File: src/rtl/wts_pkg.sv
// Shared widths, FSM encoding and SRAM request layout for the wavetable mixer.
package wts_pkg;

  localparam int unsigned WTS_SAMPLE_W     = 8;
  localparam int unsigned WTS_ENV_W        = 9;
  localparam int unsigned WTS_ADDR_W       = 7;
  localparam int unsigned WTS_MIX_W        = 14;
  localparam int unsigned WTS_ENV_SHIFT    = 8;
  localparam int unsigned WTS_SLOT_W       = 3;
  localparam int unsigned WTS_PROD_W       = 17;
  localparam int unsigned WTS_SCALED_W     = 10;
  localparam int unsigned WTS_DRAIN_CYCLES = 3;

  typedef enum logic [2:0] {
    ST_IDLE  = 3'd0,
    ST_SNAP  = 3'd1,
    ST_READ  = 3'd2,
    ST_DRAIN = 3'd3,
    ST_DONE  = 3'd4
  } wts_state_e;

  typedef struct packed {
    logic [WTS_SLOT_W-1:0] slot;
    logic [WTS_ADDR_W-1:0] addr;
  } wts_sram_req_t;

endpackage

File: src/rtl/wts_channel_mac.sv
// Per-slot sample pipeline: capture, signed x unsigned scale, enable gate, accumulate.
module wts_channel_mac
  import wts_pkg::*;
(
  input  logic                           clk,
  input  logic                           nreset,
  input  logic                           clear,
  input  logic                           valid,
  input  logic [WTS_ENV_W-1:0]           env,
  input  logic                           en,
  input  logic signed [WTS_SAMPLE_W-1:0] sram_q,
  output logic signed [WTS_MIX_W-1:0]    acc_c
);

  logic                           v1_q, v2_q, v3_q;
  logic [WTS_ENV_W-1:0]           env1_q, env2_q;
  logic                           en1_q, en2_q;
  logic signed [WTS_SAMPLE_W-1:0] q_q;
  logic signed [WTS_PROD_W-1:0]   prod_q;
  logic signed [WTS_PROD_W-1:0]   prod_c;
  logic signed [WTS_SCALED_W-1:0] scaled_c;
  logic signed [WTS_MIX_W-1:0]    contrib_c;
  logic signed [WTS_MIX_W-1:0]    acc_q;

  // Envelope is zero-extended so the multiply stays signed; the product always fits 17 bits.
  always_comb begin
    prod_c    = WTS_PROD_W'(q_q) * WTS_PROD_W'($signed({1'b0, env2_q}));
    scaled_c  = WTS_SCALED_W'(prod_q >>> WTS_ENV_SHIFT);
    contrib_c = v3_q ? WTS_MIX_W'(scaled_c) : '0;
    acc_c     = acc_q + contrib_c;
  end

  // Clear also flushes in-flight reads so an aborted frame cannot leak into the next one.
  always_ff @(posedge clk or negedge nreset) begin
    if (!nreset) begin
      v1_q   <= 1'b0;
      v2_q   <= 1'b0;
      v3_q   <= 1'b0;
      env1_q <= '0;
      env2_q <= '0;
      en1_q  <= 1'b0;
      en2_q  <= 1'b0;
      q_q    <= '0;
      prod_q <= '0;
      acc_q  <= '0;
    end else if (clear) begin
      v1_q   <= 1'b0;
      v2_q   <= 1'b0;
      v3_q   <= 1'b0;
      acc_q  <= '0;
    end else begin
      v1_q   <= valid;
      env1_q <= env;
      en1_q  <= en;
      v2_q   <= v1_q;
      v3_q   <= v2_q;
      if (v1_q) begin
        q_q    <= sram_q;
        env2_q <= env1_q;
        en2_q  <= en1_q;
      end
      if (v2_q) begin
        prod_q <= en2_q ? prod_c : '0;
      end
      if (v3_q) begin
        acc_q <= acc_c;
      end
    end
  end

endmodule

File: src/rtl/wts_channel_mixer.sv
// Frame sequencer: snapshots channel state, reads one sample per channel, publishes the mix.
module wts_channel_mixer
  import wts_pkg::*;
#(
  parameter int unsigned CHANNELS = 5
) (
  input  logic                              nreset,
  input  logic                              clk,
  input  logic                              active,
  input  logic [WTS_ADDR_W*CHANNELS-1:0]    ch_sram_a,
  input  logic [WTS_ENV_W*CHANNELS-1:0]     ch_envelope,
  input  logic [CHANNELS-1:0]               ch_enable,
  output logic [WTS_SLOT_W+WTS_ADDR_W-1:0]  sram_a,
  output logic                              sram_oe,
  input  logic signed [WTS_SAMPLE_W-1:0]    sram_q,
  output logic signed [WTS_MIX_W-1:0]       sound_out,
  output logic                              sound_valid
);

  localparam int unsigned LAST_SLOT = CHANNELS - 1;

  wts_state_e                     state_q, state_c, state_n;
  logic [WTS_SLOT_W-1:0]          cnt_q, cnt_n;
  logic [WTS_ADDR_W*CHANNELS-1:0] snap_addr_q, addr_c;
  logic [WTS_ENV_W*CHANNELS-1:0]  snap_env_q;
  logic [CHANNELS-1:0]            snap_en_q;
  wts_sram_req_t                  req_q, req_c;
  logic                           oe_c, valid_c, clear_c;
  logic [WTS_ENV_W-1:0]           mac_env_c;
  logic                           mac_en_c;
  logic signed [WTS_MIX_W-1:0]    acc_c;

  // A frame-start pulse overrides the current state: that cycle is the snapshot cycle.
  always_comb begin
    state_c   = active ? ST_SNAP : state_q;
    state_n   = state_q;
    cnt_n     = cnt_q;
    clear_c   = 1'b0;
    addr_c    = (state_c == ST_SNAP) ? ch_sram_a : snap_addr_q;
    req_c     = '0;
    oe_c      = 1'b0;
    valid_c   = 1'b0;
    mac_env_c = snap_env_q[WTS_ENV_W*32'(req_q.slot) +: WTS_ENV_W];
    mac_en_c  = snap_en_q[32'(req_q.slot) +: 1];

    case (state_c)
      ST_IDLE: begin
        state_n = ST_IDLE;
      end
      ST_SNAP: begin
        clear_c = 1'b1;
        state_n = ST_READ;
        cnt_n   = '0;
      end
      ST_READ: begin
        if (cnt_q == WTS_SLOT_W'(LAST_SLOT)) begin
          state_n = ST_DRAIN;
          cnt_n   = '0;
        end else begin
          cnt_n   = cnt_q + WTS_SLOT_W'(1);
        end
      end
      ST_DRAIN: begin
        if (cnt_q == WTS_SLOT_W'(WTS_DRAIN_CYCLES - 1)) begin
          state_n = ST_DONE;
          cnt_n   = '0;
        end else begin
          cnt_n   = cnt_q + WTS_SLOT_W'(1);
        end
      end
      ST_DONE: begin
        state_n = ST_IDLE;
      end
      default: begin
        state_n = ST_IDLE;
        cnt_n   = '0;
      end
    endcase

    // Outputs are registered, so they are decoded from the state being entered.
    if (state_n == ST_READ) begin
      oe_c       = 1'b1;
      req_c.slot = cnt_n;
      req_c.addr = addr_c[WTS_ADDR_W*32'(cnt_n) +: WTS_ADDR_W];
    end
    valid_c = (state_n == ST_DONE);
  end

  always_ff @(posedge clk or negedge nreset) begin
    if (!nreset) begin
      state_q     <= ST_IDLE;
      cnt_q       <= '0;
      snap_addr_q <= '0;
      snap_env_q  <= '0;
      snap_en_q   <= '0;
      req_q       <= '0;
      sram_oe     <= 1'b0;
      sound_out   <= '0;
      sound_valid <= 1'b0;
    end else begin
      state_q     <= state_n;
      cnt_q       <= cnt_n;
      req_q       <= req_c;
      sram_oe     <= oe_c;
      sound_valid <= valid_c;
      if (state_c == ST_SNAP) begin
        snap_addr_q <= ch_sram_a;
        snap_env_q  <= ch_envelope;
        snap_en_q   <= ch_enable;
      end
      if (valid_c) begin
        sound_out <= acc_c;
      end
    end
  end

  assign sram_a = req_q;

  wts_channel_mac u_mac (
    .clk    (clk),
    .nreset (nreset),
    .clear  (clear_c),
    .valid  (sram_oe),
    .env    (mac_env_c),
    .en     (mac_en_c),
    .sram_q (sram_q),
    .acc_c  (acc_c)
  );

endmodule

File: config.mk
export PLATFORM = sky130hd
export DESIGN_NAME = wts_channel_mixer
export DESIGN_NICKNAME = d
export VERILOG_FILES = /design/src/rtl/wts_pkg.sv /design/src/rtl/wts_channel_mac.sv /design/src/rtl/wts_channel_mixer.sv
export SDC_FILE = /design/constraint.sdc
export NUM_CORES = 1
export LEC_CHECK = 0
export ABC_CLOCK_PERIOD_IN_PS = 4200
export BUFFER_PORTS_ARGS = -buffer_cell sky130_fd_sc_hd__buf_4
export CAP_MARGIN = 20
export CORE_ASPECT_RATIO = 0.5
export CORE_MARGIN = 3
export CORE_UTILIZATION = 35
export DETAILED_ROUTE_END_ITERATION = 12
export GPL_TIMING_DRIVEN = 0
export PLACE_DENSITY_LB_ADDON = 0.3
export SKIP_LAST_GASP = 1
export SYNTH_ARGS = -nofsm -noshare
export SYNTH_HDL_FRONTEND = slang
export SYNTH_SLANG_ARGS = --single-unit
File: constraint.sdc
create_clock -name clk -period 4.2 [get_ports clk]
set_input_delay 0.42 -clock clk [delete_from_list [all_inputs] [get_ports clk]]
set_output_delay 0.42 -clock clk [all_outputs]
set_load 0.01 [all_outputs]
==> results of run 1 <==
## logic make-up after synthesis
logic type      Yosys count  synth area share [%]
compound gates          102                 7.313
fa+ha+maj                99                 15.47
mux                      96                 12.32
flops                   171                 42.61
xor+xnor                 23                 2.006
buf+inv                  95                 4.111
simple gates            365                 16.17
## power breakdown
part           leakage [nW]  total, mW  internal, mW  switching, mW
Sequential             2.09       2.01          1.85          0.159
Clock                 0.273       1.57         0.794          0.772
Combinational          3.80       5.09          2.49           2.60
## flip-flops by register name (all words and copies together), names as in the netlist, 8 cells and up
signal	count
snap_env_q	45
snap_addr_q	35
sram_a	10
u_mac.env2_q	9
u_mac.env1_q	9
u_mac.q_q	8
sound_out	14
u_mac.acc_q	14
u_mac.prod_q	9
## what timing repair did
action | in CTS | in global routing
pin swaps | 16 | 27
buffers inserted | 20 | 9
endpoints found under the setup margin | 8 | 7
hold endpoints to repair | 55 | 0
hold buffers | 1 | 0
resized for setup | 31 | 30
## metrics by stage
stage                     std cells  worst slack, ns
after floorplan                 951          0.05807
after global placement         1454          -0.3316
after detailed placement       1455          -0.3417
after CTS                      1508          0.01186
after global routing           1517          -0.1587
final                          1517          0.01590
## per-layer routing
layer	up-vias	track usage, %
li1	3536	-
met1	3726	22.00
met2	104	27.67
met3	19	3.213
met4	0	4.714
met5	-	0
## how the worst max path moves through the flow
| stage | endpoint | cells after the start | from |
|---|---|---|---|
| 4_1_cts | u_mac.prod_q[16]$_DFFE_PN0P_ | 14 | u_mac.q_q[4]$_DFFE_PN0P_ |
| 2_1_floorplan | u_mac.prod_q[16]$_DFFE_PN0P_ | 15 | u_mac.q_q[7]$_DFFE_PN0P_ |
| 3_3_place_gp | u_mac.prod_q[13]$_DFFE_PN0P_ | 15 | u_mac.q_q[7]$_DFFE_PN0P_ |
| 3_5_place_dp | u_mac.prod_q[14]$_DFFE_PN0P_ | 15 | u_mac.q_q[7]$_DFFE_PN0P_ |
| 5_1_grt | u_mac.prod_q[16]$_DFFE_PN0P_ | 14 | u_mac.q_q[2]$_DFFE_PN0P_ |
| 6_report | u_mac.prod_q[16]$_DFFE_PN0P_ | 14 | u_mac.q_q[7]$_DFFE_PN0P_ |
## Yosys cell counts (8+ instances only)
master	instances	area [sq um]
xnor2_1	14	122.6
xor2_1	9	78.83
inv_1	54	202.7
a221oi_1	10	87.58
buf_2	12	60.06
mux4_2	10	225.2
clkbuf_1	15	56.30
mux2i_1	31	310.3
dfrtp_1	171	4279
a21oi_1	24	120.1
and2_1	58	362.9
a211oi_1	8	60.06
nor2_1	62	232.7
nand2_1	203	762.0
ha_1	57	713.2
nor3_1	9	45.04
o21ai_1	8	40.04
mux2_2	29	326.6
mux2_4	22	330.3
fa_1	42	840.8
## worst max-delay path: stages, from the launching register on
cell      delay, ns
dfrtp_2        0.43
buf_4          0.16
nand2b_1       0.10
fa_1           0.46
fa_1           0.53
inv_1          0.05
fa_1           0.49
fa_1           0.45
ha_4           0.30
and3_4         0.17
o211ai_1       0.18
nand3_2        0.17
nand4_1        0.12
and4_1         0.21
a211o_1        0.26
## cell type report
class	count	area, sq um
well taps	382	478.0
multi-input cells	685	5537
inverters	58	222.7
fillers	2631	15490
flip-flops and latches	171	4300
repair buffers	152	1179
clock inverters	15	151.4
clock buffers	17	425.4
plain buffers	37	195.2
==> impl_metrics.csv, run 1 <==
group,metric,value,unit
status,status,"finished clean",
yosys,seq_area_frac_synth,42.61,%
sta,period_minus_slack,4.184,ns
setup_path,worstSetupStartpointType,"flip-flop",
detailed_routing,wl_met2,12.28,mm
cts,h-tree-depth,4,
layout,area_growth,24.34,%
sta,fin_setup_tns,0,ns
floorplan,ioPinCount,122,
detailed_routing,wl_met1,11.18,mm
placement,dpl.hpwl,17.92,mm
layout,final_common_cell,"nand2_1",
sta,relSlewSlack,30.07,%
power,p_per_area,694.3,nW/um^2
floorplan,die-area,30890,sq um
setup_path,crit_fanout,4,
setup_path,r2r_slack,0.02,ns
global_route,grt_max_degree,117,
hold_path,min_to,"snap_env_q[1]$_DFFE_PN0P_",
power,finalPower,8.671,mW
layout,drive_above_1_share,28.28,%
yosys,synth_cell_types,61,
detailed_routing,initialDrtViolationCount,535,
layout,post-route-util,44.64,%
placement,port_buffers,121,
cts,clock_path_buffers,2,
yosys,synth_flop_cell,"dfrtp_1",
setup_path,cp-end-kind,"flip-flop",
detailed_routing,dr.pass1.iters,4,
floorplan,die_w,245.6,um
detailed_routing,vias,7385,
power,ir_drop,0.8682,mV
sta,setup_violations,0,
detailed_routing,dr_wl_met3,718,um
layout,final_cell_mix,"nand2_1 (201), dfrtp_1 (154), buf_4 (144), nor2_1 (56)",
sta,skew,0.01060,ns
detailed_routing,vias_per_cell,4.868,
cts,cts_buffers,17,
global_route,track_usage,16.55,%
yosys,netlist_instances,951,
cts,cts_root_buffer,"clkbuf_16",
sta,whs,0.1736,ns
floorplan,row_count,43,
layout,n_antenna_cell,0,
hold_path,hold_start,"ch_envelope[1]",
sta,timing_hold_violations_final,0,
sta,rsz0062_at_grt,"true",
setup_path,criticalPathCategory,"reg -> reg",
global_route,grt_pass1_vias,7714,
yosys,synth_seq_cells,171,
detailed_routing,wl_per_cell,16.14,um
detailed_routing,drtAntennaViolNets,0,
job,max_cap_violations,0,
cts,cts_tree,"yes",
global_route,grt-ovfl-total,0,
placement,gp_congestion,0.8612,
global_route,antenna_found_initial,0,
setup_path,worstReg2RegEnd,"u_mac.prod_q[16]$_DFFE_PN0P_",
detailed_routing,highest_layer,"met4",
yosys,avgSynthCellArea,10.56,sq um
yosys,synth_edf_count,0,
sta,drv_slew,0,
detailed_routing,drcViolationCount,0,
floorplan,start_util,35.90,%
sta,post-route-period-util,99.62,%
setup_path,crit_required,4.53,ns
hold_path,min_path_cells,3,
placement,post_dp_cell_area,11470,sq um
sta,max_freq,239.0,MHz
cts,cts.sinks,171,
detailed_routing,routed_wirelength,24.48,mm
yosys,ys_warn_count,0,
global_route,grt_pass1_wl,40.76,mm
power,power_leakage,6.163,nW
yosys,ys_async_sr_fraction,100.0,%
setup_path,arrival,4.51,ns
setup_path,rr_startpoint,"u_mac.q_q[7]$_DFFE_PN0P_",
cts,clk_pin_slew_worst_paths,0.07,ns
sta,worstMarginPinSlew,1.041,ns
floorplan,core_area,27980,sq um
setup_path,reg2reg_depth,14,
hold_path,hold_class,"in -> reg",
cts,clock_latency,0.44,ns
yosys,syn_area,10040,sq um
layout,finish.instance_area,12490,sq um
yosys,synth_nets,1146,
layout,nets,1317,
floorplan,die_y,125.8,um
(Power assumes the default switching activity.)
==> inputs of run 2 (changes only) <==
ABC_CLOCK_PERIOD_IN_PS = 3700   (was 4200)
CELL_PAD_IN_SITES_DETAIL_PLACEMENT = 0   (was not set)
CELL_PAD_IN_SITES_GLOBAL_PLACEMENT = 1   (was not set)
clock period = 3.7 ns   (was 4.2 ns; I/O delays follow)
==> run 2 against run 1 <==
  * The run now ends with negative setup slack left
  * Clock power rose by 20%
  * Sequential power grew 14%
  * Flip-flop and latch count did not move
  * Utilization up 0.38 points
  * First-iteration DRC count decreased by 40%
  * Non-clock buffer count is 5 higher
  * Worst setup slack got worse by 0.45 ns
  * Global-route usage up 0.17 points
  * Clock skew decreased by 0.0013 ns
  * Count of clock-buffer cells in the layout up 4
  * Via count shrank 0.85%
  * Largest power group unchanged
==> impl_metrics.csv, run 2 (synthesized netlist as in run 1, its figures left out) <==
group,metric,value,unit
global_route,grt_pass1_wl,41.39,mm
sta,period_minus_slack,4.130,ns
placement,dpl.hpwl,18.09,mm
setup_path,cp-end-kind,"flip-flop",
layout,fin_cells,1520,
detailed_routing,initialDrtViolationCount,322,
power,power_leakage,6.220,nW
setup_path,path_common_cell,"fa_1",
detailed_routing,vias_per_cell,4.817,
detailed_routing,dr.pass1.iters,4,
floorplan,die_w,245.6,um
placement,dp.cells,1455,
floorplan,core_area,27980,sq um
floorplan,die_y,125.8,um
sta,skew,0.009258,ns
power,p_per_area,812.6,nW/um^2
job,max_cap_violations,0,
cts,cts_root_buffer,"clkbuf_16",
sta,post-route-period-util,111.6,%
global_route,track_usage,16.72,%
setup_path,crit_chain,"buf_6 > and2_4 > fa_1 > fa_1 > fa_1 > inv_2 > fa_1 > inv_2 > ha_4 > and3_4 > o211ai_1 > nand3_2 > nand4_1 > and4_1 > a211o_1",
detailed_routing,routed_wirelength,24.82,mm
hold_path,hold_class,"in -> reg",
setup_path,cp_top_family,"adder cells",
sta,relSlewSlack,43.14,%
global_route,grt_pass1_vias,7855,
detailed_routing,wl_per_cell,16.33,um
setup_path,crit_fanout,4,
cts,clk_pin_slew_worst_paths,0.07,ns
power,ir_drop,1.151,mV
sta,timing_hold_violations_final,0,
cts,clock_path_buffers,2,
setup_path,criticalPathCategory,"reg -> reg",
sta,worstMarginPinSlew,0.8530,ns
floorplan,start_util,35.90,%
global_route,antenna_found_initial,0,
layout,finish.instance_area,12590,sq um
cts,clock_latency,0.43,ns
floorplan,die-area,30890,sq um
layout,area_growth,25.39,%
layout,largest_reg_flops,45,
status,violations,"negative setup slack",
placement,gp_congestion,0.7896,
layout,n_antenna_cell,0,
global_route,grt-ovfl-total,0,
setup_path,worstSetupStartpointType,"flip-flop",
setup_path,critPathSlowestCell,"fa_1",
layout,regMostFlops,"snap_env_q",
cts,h-tree-depth,4,
sta,fin_setup_tns,-2.971,ns
setup_path,path_buf_inv,3,
layout,nets,1322,
floorplan,row_count,43,
sta,rsz0062_at_grt,"true",
placement,pre_cts_slack,-0.7001,ns
layout,final_cell_mix,"nand2_1 (203), dfrtp_1 (154), buf_4 (152), nor2_1 (56), ha_1 (51)",
cts,cts_buffers,17,
detailed_routing,drtAntennaViolNets,0,
detailed_routing,drcViolationCount,0,
setup_path,slowest_delay,0.55,ns
sta,max_freq,242.1,MHz
cts,cts.sinks,171,
status,status,"finished with violations",
layout,drive_above_1_share,29.26,%
sta,setup_slack,-0.4301,ns
floorplan,ioPinCount,122,
layout,reg_top3,"snap_env_q: 45 flops, snap_addr_q: 35 flops",
placement,post_dp_cell_area,11550,sq um
detailed_routing,vias,7322,
sta,drv_slew,0,
layout,nFillCells,2665,
layout,final_common_cell,"nand2_1",
sta,setup_violations,9,
cts,cts_tree,"yes",
setup_path,arrival,4.45,ns
setup_path,crit_required,4.02,ns
global_route,grt_max_degree,107,
placement,port_buffers,121,
sta,whs,0.1334,ns
==> run 2: changes by cell type in the layout (fill, tap and decap cells not counted), moves of 3 or more <==
cell / previous run / this run
fa_2: 1 / 4
inv_8: 7 / 0
inv_1: 51 / 48
bufinv_16: 0 / 3
inv_2: 6 / 9
fa_1: 41 / 38
buf_4: 144 / 152
==> run 2: final timing paths <==
check | slack, ns | endpoint | startpoint | cells past startpoint
hold / removal | 0.13 | snap_env_q[4]$_DFFE_PN0P_ | ch_envelope[4] | 3
setup / recovery | -0.43 | u_mac.prod_q[16]$_DFFE_PN0P_ | u_mac.q_q[5]$_DFFE_PN0P_ | 15
setup reg to reg | -0.43 | u_mac.prod_q[16]$_DFFE_PN0P_ | u_mac.q_q[5]$_DFFE_PN0P_ | 15
hold reg to reg | 0.46 | snap_en_q[2]$_DFFE_PN0P_ | snap_en_q[2]$_DFFE_PN0P_ | 2
max in group asynchronous | 2.24 | snap_addr_q[30]$_DFF_PN0_ | nreset | 3
min in group asynchronous | 0.50 | u_mac.q_q[1]$_DFFE_PN0P_ | nreset | 2
==> run 2: cell type report <==
cell class                      count  area, sq um  share of cell area (%)
Multi-Input combinational cell    685         5573                   44.25
Sequential cell                   171         4300                   34.15
Tap cell                          382        478.0                   3.795
Timing Repair Buffer              157         1225                   9.727
Clock buffer                       21        460.4                   3.656
Clock inverter                      9        138.9                   1.103
Inverter                           58        222.7                   1.769
Buffer                             37        195.2                   1.550
==> run 2: power breakdown <==
group	total, mW	internal [mW]	leakage, nW	switching (mW)
combinational	6.07	3.02	3.85	3.05
sequential	2.29	2.10	2.09	0.186
clock	1.88	1.10	0.282	0.779
==> run 2: worst register-to-register path: stages, from the launching register on <==
cell,delay (ns)
dfrtp_2,0.41
buf_6,0.13
and2_4,0.13
fa_1,0.55
fa_1,0.44
fa_1,0.51
inv_2,0.04
fa_1,0.48
inv_2,0.04
ha_4,0.26
and3_4,0.15
o211ai_1,0.16
nand3_2,0.19
nand4_1,0.13
and4_1,0.17
a211o_1,0.22
==> run 2: what timing repair did <==
item	CTS	global route
pin swaps	37	16
endpoints found under the hold margin	65	0
cloned	0	0
buffers inserted	32	2
hold buffers	1	0
endpoints found under the setup margin	9	9
resized for setup	39	10
==> run 2: stage by stage <==
stage | utilization, % | total power [mW]
after global placement | 41.16 | 6.985
final | 45.01 | 10.23
after floorplan | - | 5.993
after CTS | 44.80 | 9.905
after global routing | 45.01 | 11.13
after detailed placement | 41.29 | 7.056
==> run 2: layer usage <==
metal	share of wire [%]	up-vias	global-route usage, %	routed length (um)
li1	-	3531	-	-
met3	3.2	12	3.532	784
met2	49	87	27.81	12130
met5	0	-	0	0
met1	47	3692	22.64	11670
met4	0.95	0	3.536	235
